[src/rtl/hazard_ctrl_if.sv]
// Hazard scheduler interface: ID/EX/MEM hazard inputs and per-stage stall/flush controls.
// The master side belongs to the pipeline; hazard_ctrl uses the slave side.
interface hazard_ctrl_if #(
    parameter int unsigned RF_SIZE = 5
);
    logic               EnRs1_id;
    logic               EnRs2_id;
    logic [RF_SIZE-1:0] Rs1Idx_id;
    logic [RF_SIZE-1:0] Rs2Idx_id;
    logic               EnMemR_ex;
    logic [RF_SIZE-1:0] RdIdx_ex;
    logic               Redirect_ex;
    logic               MulDivStart_ex;
    logic               MulDivDone;
    logic               DmemReq_mem;
    logic               DmemReady;
    logic               Stall_if;
    logic               Stall_id;
    logic               Stall_ex;
    logic               Stall_mem;
    logic               Flush_id;
    logic               Flush_ex;
    logic               Flush_mem;
    logic               PcRedirect;
    logic               WaitTimeout;

    modport master (
        output EnRs1_id, EnRs2_id, Rs1Idx_id, Rs2Idx_id, EnMemR_ex, RdIdx_ex,
               Redirect_ex, MulDivStart_ex, MulDivDone, DmemReq_mem, DmemReady,
        input  Stall_if, Stall_id, Stall_ex, Stall_mem, Flush_id, Flush_ex, Flush_mem,
               PcRedirect, WaitTimeout
    );

    modport slave (
        input  EnRs1_id, EnRs2_id, Rs1Idx_id, Rs2Idx_id, EnMemR_ex, RdIdx_ex,
               Redirect_ex, MulDivStart_ex, MulDivDone, DmemReq_mem, DmemReady,
        output Stall_if, Stall_id, Stall_ex, Stall_mem, Flush_id, Flush_ex, Flush_mem,
               PcRedirect, WaitTimeout
    );
endinterface

[src/rtl/hazard_ctrl.sv]
// Pipeline hazard/stall scheduler for the 5-stage core with a sticky wait watchdog.
// Defining HAZARD_PERF_CNT_EN adds load-use/mem-wait/muldiv-wait/redirect event counters.
module hazard_ctrl #(
    parameter int unsigned WAIT_TIMEOUT = 255,
    parameter int unsigned TMO_W        = 8
) (
    input  logic        clk,
    input  logic        rst,
`ifdef HAZARD_PERF_CNT_EN
    output logic [31:0] LoadUseCnt,
    output logic [31:0] MemWaitCnt,
    output logic [31:0] MulDivWaitCnt,
    output logic [31:0] RedirectCnt,
`endif
    hazard_ctrl_if.slave hz
);

    typedef enum logic [1:0] {StRun, StMemWait, StMulDivWait} state_e;

    state_e           state_q, state_d;
    logic [TMO_W-1:0] cnt_q, cnt_d;
    logic             timeout_q;

    logic lu, ms, eval_ctl, redir_act, lu_act;
    logic st_if, st_id, st_ex, st_mem, fl_id, fl_ex, fl_mem, pc_sel;

    assign ms = hz.DmemReq_mem & ~hz.DmemReady;
    assign lu = hz.EnMemR_ex & (hz.RdIdx_ex != '0) &
                ((hz.EnRs1_id & (hz.Rs1Idx_id == hz.RdIdx_ex)) |
                 (hz.EnRs2_id & (hz.Rs2Idx_id == hz.RdIdx_ex)));

    always_comb begin
        state_d   = state_q;
        eval_ctl  = 1'b0;
        st_if     = 1'b0;
        st_id     = 1'b0;
        st_ex     = 1'b0;
        st_mem    = 1'b0;
        fl_id     = 1'b0;
        fl_ex     = 1'b0;
        fl_mem    = 1'b0;
        pc_sel    = 1'b0;
        // MEM_WAIT releasing re-evaluates exactly as RUN, so both share one arm
        unique case (state_q)
            StRun, StMemWait: begin
                if (ms) begin
                    {st_if, st_id, st_ex, st_mem} = 4'b1111;
                    state_d = StMemWait;
                end else if (hz.MulDivStart_ex && !hz.MulDivDone) begin
                    {st_if, st_id, st_ex} = 3'b111;
                    fl_mem  = 1'b1;
                    state_d = StMulDivWait;
                end else begin
                    eval_ctl = 1'b1;
                    state_d  = StRun;
                end
            end
            StMulDivWait: begin
                if (ms) begin
                    {st_if, st_id, st_ex, st_mem} = 4'b1111;
                end else if (hz.MulDivDone) begin
                    eval_ctl = 1'b1;
                    state_d  = StRun;
                end else begin
                    {st_if, st_id, st_ex} = 3'b111;
                    fl_mem = 1'b1;
                end
            end
            default: state_d = StRun;
        endcase

        redir_act = eval_ctl & hz.Redirect_ex;
        lu_act    = eval_ctl & ~hz.Redirect_ex & lu;
        if (redir_act) begin
            pc_sel = 1'b1;
            fl_id  = 1'b1;
            fl_ex  = 1'b1;
        end
        if (lu_act) begin
            st_if = 1'b1;
            st_id = 1'b1;
            fl_ex = 1'b1;
        end
    end

    always_comb begin
        if (state_d == StRun) begin
            cnt_d = '0;
        end else if (state_q != StRun) begin
            cnt_d = (cnt_q == '1) ? cnt_q : cnt_q + 1'b1;
        end else begin
            cnt_d = '0;
        end
    end

    always_ff @(posedge clk) begin
        if (rst) begin
            state_q   <= StRun;
            cnt_q     <= '0;
            timeout_q <= 1'b0;
        end else begin
            state_q <= state_d;
            cnt_q   <= cnt_d;
            if ((state_q != StRun) && (cnt_q == TMO_W'(WAIT_TIMEOUT))) begin
                timeout_q <= 1'b1;
            end
        end
    end

    // Reset forces every output low, including a watchdog flag not yet cleared
    assign hz.Stall_if    = st_if & ~rst;
    assign hz.Stall_id    = st_id & ~rst;
    assign hz.Stall_ex    = st_ex & ~rst;
    assign hz.Stall_mem   = st_mem & ~rst;
    assign hz.Flush_id    = fl_id & ~rst;
    assign hz.Flush_ex    = fl_ex & ~rst;
    assign hz.Flush_mem   = fl_mem & ~rst;
    assign hz.PcRedirect  = pc_sel & ~rst;
    assign hz.WaitTimeout = timeout_q & ~rst;

`ifdef HAZARD_PERF_CNT_EN
    always_ff @(posedge clk) begin
        if (rst) begin
            LoadUseCnt    <= '0;
            MemWaitCnt    <= '0;
            MulDivWaitCnt <= '0;
            RedirectCnt   <= '0;
        end else begin
            if (lu_act) LoadUseCnt <= LoadUseCnt + 32'd1;
            if (state_q == StMemWait) MemWaitCnt <= MemWaitCnt + 32'd1;
            if (state_q == StMulDivWait) MulDivWaitCnt <= MulDivWaitCnt + 32'd1;
            if (redir_act) RedirectCnt <= RedirectCnt + 32'd1;
        end
    end
`endif

endmodule

[src/flat_wrapper.sv]
// flat-port wrapper written by rule: the top's interface ports become plain ports
module hazard_ctrl_flat 
#(
    parameter int unsigned WAIT_TIMEOUT = 255,
    parameter int unsigned TMO_W        = 8
)
  (clk, rst, hz_EnRs1_id, hz_EnRs2_id, hz_Rs1Idx_id, hz_Rs2Idx_id, hz_EnMemR_ex, hz_RdIdx_ex, hz_Redirect_ex, hz_MulDivStart_ex, hz_MulDivDone, hz_DmemReq_mem, hz_DmemReady, hz_Stall_if, hz_Stall_id, hz_Stall_ex, hz_Stall_mem, hz_Flush_id, hz_Flush_ex, hz_Flush_mem, hz_PcRedirect, hz_WaitTimeout);
  hazard_ctrl_if #(.RF_SIZE(5)) hz_i ();
  input  logic clk;
  input  logic rst;
  input wire logic [$bits(hz_i.EnRs1_id)-1:0] hz_EnRs1_id;
  input wire logic [$bits(hz_i.EnRs2_id)-1:0] hz_EnRs2_id;
  input wire logic [$bits(hz_i.Rs1Idx_id)-1:0] hz_Rs1Idx_id;
  input wire logic [$bits(hz_i.Rs2Idx_id)-1:0] hz_Rs2Idx_id;
  input wire logic [$bits(hz_i.EnMemR_ex)-1:0] hz_EnMemR_ex;
  input wire logic [$bits(hz_i.RdIdx_ex)-1:0] hz_RdIdx_ex;
  input wire logic [$bits(hz_i.Redirect_ex)-1:0] hz_Redirect_ex;
  input wire logic [$bits(hz_i.MulDivStart_ex)-1:0] hz_MulDivStart_ex;
  input wire logic [$bits(hz_i.MulDivDone)-1:0] hz_MulDivDone;
  input wire logic [$bits(hz_i.DmemReq_mem)-1:0] hz_DmemReq_mem;
  input wire logic [$bits(hz_i.DmemReady)-1:0] hz_DmemReady;
  output wire logic [$bits(hz_i.Stall_if)-1:0] hz_Stall_if;
  output wire logic [$bits(hz_i.Stall_id)-1:0] hz_Stall_id;
  output wire logic [$bits(hz_i.Stall_ex)-1:0] hz_Stall_ex;
  output wire logic [$bits(hz_i.Stall_mem)-1:0] hz_Stall_mem;
  output wire logic [$bits(hz_i.Flush_id)-1:0] hz_Flush_id;
  output wire logic [$bits(hz_i.Flush_ex)-1:0] hz_Flush_ex;
  output wire logic [$bits(hz_i.Flush_mem)-1:0] hz_Flush_mem;
  output wire logic [$bits(hz_i.PcRedirect)-1:0] hz_PcRedirect;
  output wire logic [$bits(hz_i.WaitTimeout)-1:0] hz_WaitTimeout;
  assign hz_i.EnRs1_id = hz_EnRs1_id;
  assign hz_i.EnRs2_id = hz_EnRs2_id;
  assign hz_i.Rs1Idx_id = hz_Rs1Idx_id;
  assign hz_i.Rs2Idx_id = hz_Rs2Idx_id;
  assign hz_i.EnMemR_ex = hz_EnMemR_ex;
  assign hz_i.RdIdx_ex = hz_RdIdx_ex;
  assign hz_i.Redirect_ex = hz_Redirect_ex;
  assign hz_i.MulDivStart_ex = hz_MulDivStart_ex;
  assign hz_i.MulDivDone = hz_MulDivDone;
  assign hz_i.DmemReq_mem = hz_DmemReq_mem;
  assign hz_i.DmemReady = hz_DmemReady;
  assign hz_Stall_if = hz_i.Stall_if;
  assign hz_Stall_id = hz_i.Stall_id;
  assign hz_Stall_ex = hz_i.Stall_ex;
  assign hz_Stall_mem = hz_i.Stall_mem;
  assign hz_Flush_id = hz_i.Flush_id;
  assign hz_Flush_ex = hz_i.Flush_ex;
  assign hz_Flush_mem = hz_i.Flush_mem;
  assign hz_PcRedirect = hz_i.PcRedirect;
  assign hz_WaitTimeout = hz_i.WaitTimeout;
  hazard_ctrl #(.WAIT_TIMEOUT(WAIT_TIMEOUT), .TMO_W(TMO_W)) u_core (.clk(clk), .rst(rst), .hz(hz_i));
endmodule
[config.mk]
export PLATFORM = sky130hd
export DESIGN_NAME = hazard_ctrl_flat
export DESIGN_NICKNAME = d
export VERILOG_FILES = /design/src/rtl/hazard_ctrl_if.sv /design/src/rtl/hazard_ctrl.sv /design/src/flat_wrapper.sv
export SDC_FILE = /design/constraint.sdc
export NUM_CORES = 1
export LEC_CHECK = 0
export BUFFER_PORTS_ARGS = -buffer_cell sky130_fd_sc_hd__buf_2
export CORE_MARGIN = 10
export CORE_UTILIZATION = 45
export CTS_CLUSTER_SIZE = 12
export DETAILED_ROUTE_END_ITERATION = 8
export PLACE_DENSITY = 0.74
export SLEW_MARGIN = 10
export SYNTH_ARGS = -nofsm -noshare
export SYNTH_HDL_FRONTEND = slang
export SYNTH_SLANG_ARGS = --single-unit
[constraint.sdc]
create_clock -name clk -period 1.7 [get_ports clk]
set_clock_uncertainty 0.05 [all_clocks]
set_input_delay 0.085 -clock clk [delete_from_list [all_inputs] [get_ports clk]]
set_output_delay 0.085 -clock clk [all_outputs]
set_load 0.05 [all_outputs]
=== Word level (Yosys, flattened, before mapping) ===
Cells that the tools add are included.

* Output and inout bits: 9
* Word-level logic and storage cells: 62
* Memory bits (read-only): 0
* Register bits: 11
* Bits in writable memories: 0
* Memories: 0
* Bits in latches: 0
* Input port bits: 25

* Mux-type cells: 23
* Add/sub/neg operators: 1
* Bitwise operators: 20
* Reductions and logical operators: 10
* $lt $le $gt $ge: 0
* Multipliers: 0
* Divide/modulo/power cells: 0
* Shift-type cells: 0
* Equal/unequal tests: 5

{| class="wikitable"
|+ Operators with widths
! cell !! count
|-
| $and A1 B1 Y1 || 15
|-
| $mux W1 || 15
|-
| $eq A5 B5 Y1 || 2
|-
| $add A8 B1 Y8 const B || 1
|-
| $eq A8 B8 Y1 const B || 1
|-
| $mux W2 || 4
|-
| $pmux W1 S2 || 3
|-
| $reduce_or A3 Y1 || 2
|-
| $reduce_bool A5 Y1 || 1
|-
| $logic_not A2 Y1 || 2
|-
| $not A1 Y1 || 4
|-
| $pmux W2 S2 || 1
|-
| $eq A2 B1 Y1 const B || 1
|-
| $eq A2 B2 Y1 const B || 1
|-
| $logic_and A1 B1 Y1 || 2
|-
| $reduce_bool A2 Y1 || 1
|-
| $reduce_or A2 Y1 || 1
|-
| $logic_not A1 Y1 || 1
|-
| $or A1 B1 Y1 || 1
|}

=== Depth between registers and ports, before layout ===
* Word-level depth: 9
* Gate-level depth with buffers: 5
* Mapped depth without buffers: 5

=== Least setup slack after synthesis ===
No wires, ideal clock.

* Path kind: reg2out
* From: register u_core.state_q[1]
* To: output port hz_Stall_if
* Arrival: 2.223 ns
* Required time: 1.565 ns
* Slack: -0.658 ns
* Stages on the path, launching flop included: 5
* Path through: dfxtp_1 > a21o_1 > a21oi_1 > o21bai_1 > buf_4

* Cells in the longest elaborated chain, start to end: 7
* Elaborated cells between the ends (all ways): 10

{| class="wikitable"
|+ Ends and longest elaborated chain
! what !! RTL line !! text
|-
| start, declared || hazard_ctrl.sv:20 || <nowiki>state_e state_q, state_d;</nowiki>
|-
| start signal, assigned || hazard_ctrl.sv:98 || <nowiki>state_q <= StRun;</nowiki>
|-
| start signal, assigned || hazard_ctrl.sv:102 || <nowiki>state_q <= state_d;</nowiki>
|-
| $eq A2 B1 Y1 / $logic_not A2 Y1 (equally long branches) || - ||
|-
| $reduce_or A2 Y1 || - ||
|-
| $pmux W1 S2 || hazard_ctrl.sv:44 || <nowiki>unique case (state_q)</nowiki>
|-
| $and A1 B1 Y1 (2 in series) || hazard_ctrl.sv:73 || <nowiki>lu_act = eval_ctl & ~hz.Redirect_ex & lu;</nowiki>
|-
| $mux W1 (*) || - ||
|-
| $and A1 B1 Y1 (*) || - ||
|-
| end, declared || flat_wrapper.sv:22 || <nowiki>output wire logic [$bits(hz_i.Stall_if)-1:0] hz_Stall_if;</nowiki>
|}

Every way passes the cells marked *; elsewhere a longest branch is shown, timed or not.

=== Worst setup path after layout ===
* From: register u_core.state_q[0]
* To: output port hz_Stall_id

* Cells in the longest elaborated chain, start to end: 7
* Elaborated cells between the ends (all ways): 10

{| class="wikitable"
|+ Ends and longest elaborated chain
! what !! RTL line !! text
|-
| $eq A2 B1 Y1 / $logic_not A2 Y1 (equally long branches) || hazard_ctrl.sv:44 ||
|-
| $reduce_or A2 Y1 || hazard_ctrl.sv:44 ||
|-
| $pmux W1 S2 || hazard_ctrl.sv:44 ||
|-
| $and A1 B1 Y1 (2 in series) || hazard_ctrl.sv:73 ||
|-
| $mux W1 (*) || hazard_ctrl.sv:79 || <nowiki>if (lu_act) begin</nowiki>
|-
| $and A1 B1 Y1 (*) || hazard_ctrl.sv:112 || <nowiki>assign hz.Stall_id = st_id & ~rst;</nowiki>
|-
| end, declared || flat_wrapper.sv:23 || <nowiki>output wire logic [$bits(hz_i.Stall_id)-1:0] hz_Stall_id;</nowiki>
|}

Marked as above.

==> flow_summary.json <==
{
  "grt_pass1_wl_um": 3260,
  "dr.pass1.iters": 5,
  "internal_power_uw": 424,
  "ir_drop_v": 0.000548,
  "placedCellCount": 138,
  "nets": 155,
  "layout_min_cycle_time_ns": 1.71,
  "place_area_um2": 931,
  "grt_util_all_layers_pct": 11.4,
  "rsz0062_at_grt": "yes",
  "share_clk_of_total_power_pct": 29.3,
  "finalCritPeriodShare_pct": 101,
  "final_cell_mix": "buf_2 (29), xor2_1 (12), nor2_1 (11)",
  "ios": 34,
  "synth.area.top_cells": "dfxtp_1 (30%), xor2_1 (14%), nor2_1 (5.6%)",
  "slew_violations": 0,
  "grt_max_degree": 9,
  "path_clk_slew_ns": 0.06,
  "syn_nets": 117,
  "cts_buffers": 3,
  "wire_per_inst_um": 14.6,
  "timing_hold_violations_final": 0,
  "cp-start-kind": "flop",
  "critPathKind": "flop to output port",
  "gp_congestion": 0.778,
  "num_vias": 795,
  "crit_fanout": 3,
  "worstSetupEndpointType": "output port",
  "cts-root-buf": "clkbuf_4",
  "drtAntennaViolNets": 0,
  "yosys.cell_types.count": 33,
  "max_freq_ghz": 0.585,
  "die-area_mm2": 0.00367,
  "p_total_uw": 617,
  "relSlewSlack_pct": 78.6,
  "p_comb_share_pct": 27.6,
  "h-tree-depth": 1,
  "die_height_um": 60.6,
  "yosys_warnings": 0,
  "leakage_nw": 0.443,
  "tritoncts": "done",
  "grt_overflow": 0,
  "hold_path_class": "primary input to flop",
  "timing.final.ws_setup_ns": -0.0103,
  "fin_cells": 144,
  "pwr_density_cell_mw_per_mm2": 607,
  "port_buffers": 33,
  "tns_ns": -0.0175,
  "dp_hpwl_um": 1730,
  "via_per_inst": 5.52,
  "diodes": 0,
  "clock_sinks": 11,
  "die_x_um": 60.6,
  "initial_core_util_pct": 48.1,
  "syn2layout_area_growth_pct": 36.9,
  "antenna_found_initial": 0,
  "rows": 14,
  "cts.path.max_buffers": 2,
  "netlist_area_um2": 742,
  "drive_gt1_share_pct": 39.8,
  "swShare_pct": 31.3,
  "drv_cap": 0,
  "status": "complete, but fails checks",
  "wirelength_um": 2100,
  "setup_viol": 2,
  "hold_ws_ns": 0.0397,
  "finish.utilization_pct": 65.9,
  "postSynthAreaPerCell_um2": 8.15,
  "tightest_slew_ns": 0.320,
  "design_area_mm2": 0.00102,
  "synth_top_area_share_pct": 29.7,
  "worst_ep_arrival_time_ns": 1.58,
  "drt-initial-drc-count": 16,
  "drc": 0,
  "place_worst_setup_slack_ns": 0.0877,
  "p_sw_uw": 193,
  "p_seq_share_pct": 43.1,
  "core_mm2": 0.00154,
  "synth-seq-cells": 11,
  "layout_commonest_cell": "buf_2",
  "yosysTopAreaCell": "dfxtp_1",
  "yosysSeqAreaShare_pct": 29.7,
  "synthCells": 91,
  "required_ns": 1.56,
  "clk_latency_ns": 0.27,
  "violations": "negative setup slack",
  "grt_pass1_vias": 797
}
==> worst max-delay path, stage by stage, from the launching register on <==
cell and delay [ns]:
dfxtp_2 0.33, nand2b_4 0.14, a211oi_4 0.27, nand4b_1 0.17, o21bai_2 0.20, buf_6 0.19
==> power by group through the flow <==
stage               sequential [mW]  clock [mW]  combinational [mW]
global placement              0.271           0               0.148
floorplan                     0.270           0              0.0977
CTS                           0.265       0.188               0.167
detailed placement            0.271           0               0.153
global route                  0.266       0.198               0.183
finish                        0.266       0.181               0.170
==> cell type report <==
| class | count | area (µm²) |
|---|---|---|
| multi-input combinational | 76 | 538 |
| fill | 150 | 526 |
| sequential | 11 | 223 |
| timing repair buffer | 35 | 201 |
| clock buffer | 4 | 26.3 |
| tap | 16 | 20.0 |
| inverter | 2 | 7.51 |
==> timing repair <==
| item | 4_1_cts | 5_1_grt |
|---|---|---|
| pin swaps | 3 | 2 |
| endpoints found under the setup margin | 5 | 4 |
| buffers inserted | 2 | 0 |
| hold buffers | 0 | 0 |
| resized for setup | 8 | 4 |
==> worst paths after layout <==
| path | slack, ns | depth (start not counted) | endpoint | startpoint |
|---|---|---|---|---|
| min reg2reg | 0.42 | 1 | u_core.timeout_q | u_core.timeout_q |
| max reg2reg | 0.27 | 5 | u_core.timeout_q | u_core.cnt_q[0] |
| max | -0.01 | 5 | hz_Stall_id | u_core.state_q[0] |
| min | 0.04 | 2 | u_core.state_q[1] | rst |
==> state kept, by name (all words and copies together), names as in the netlist <==
signal	count
u_core.state_q	2
u_core.timeout_q	1
u_core.cnt_q	8
==> per-layer routing <==
layer	part of all wire (%)	vias to the layer above	global-route usage, %	wire (µm)
li1	-	401	-	-
met4	2.1	0	3.76	45
met5	0	-	0	0
met3	4.6	6	4.80	97
met1	36	367	10.7	757
met2	57	21	21.4	1200
==> cells in the mapped netlist <==
master,instances
and2_1,1
nand2b_2,1
nand2b_1,2
nor4_1,4
a21oi_1,4
xor2_1,12
o21bai_1,3
nand2_1,5
nand4_1,1
o21ba_2,1
o21a_1,2
xnor2_1,2
o211ai_1,1
nor2_1,11
nand3_1,2
a211oi_1,1
ha_1,1
inv_1,2
nor3b_1,1
a221o_2,1
nor2b_1,2
nor3_1,3
a32oi_1,1
or4_1,1
a21o_1,1
mux2i_1,1
and2_0,1
nand4b_1,1
buf_4,2
o21ai_0,5
nor2b_4,1
and3_1,3
dfxtp_1,11
==> logic make-up (layout without fill, tap and decap cells) <==
group	Yosys count	count (layout)	synth area share, %
compound gates	20	20	18.2
xor+xnor	14	14	16.5
fa+ha+maj	1	1	1.69
buf+inv	4	41	3.04
flops	11	11	29.7
mux	1	1	1.35
simple gates	40	40	29.5
Power figures use the tool's default switching activity.
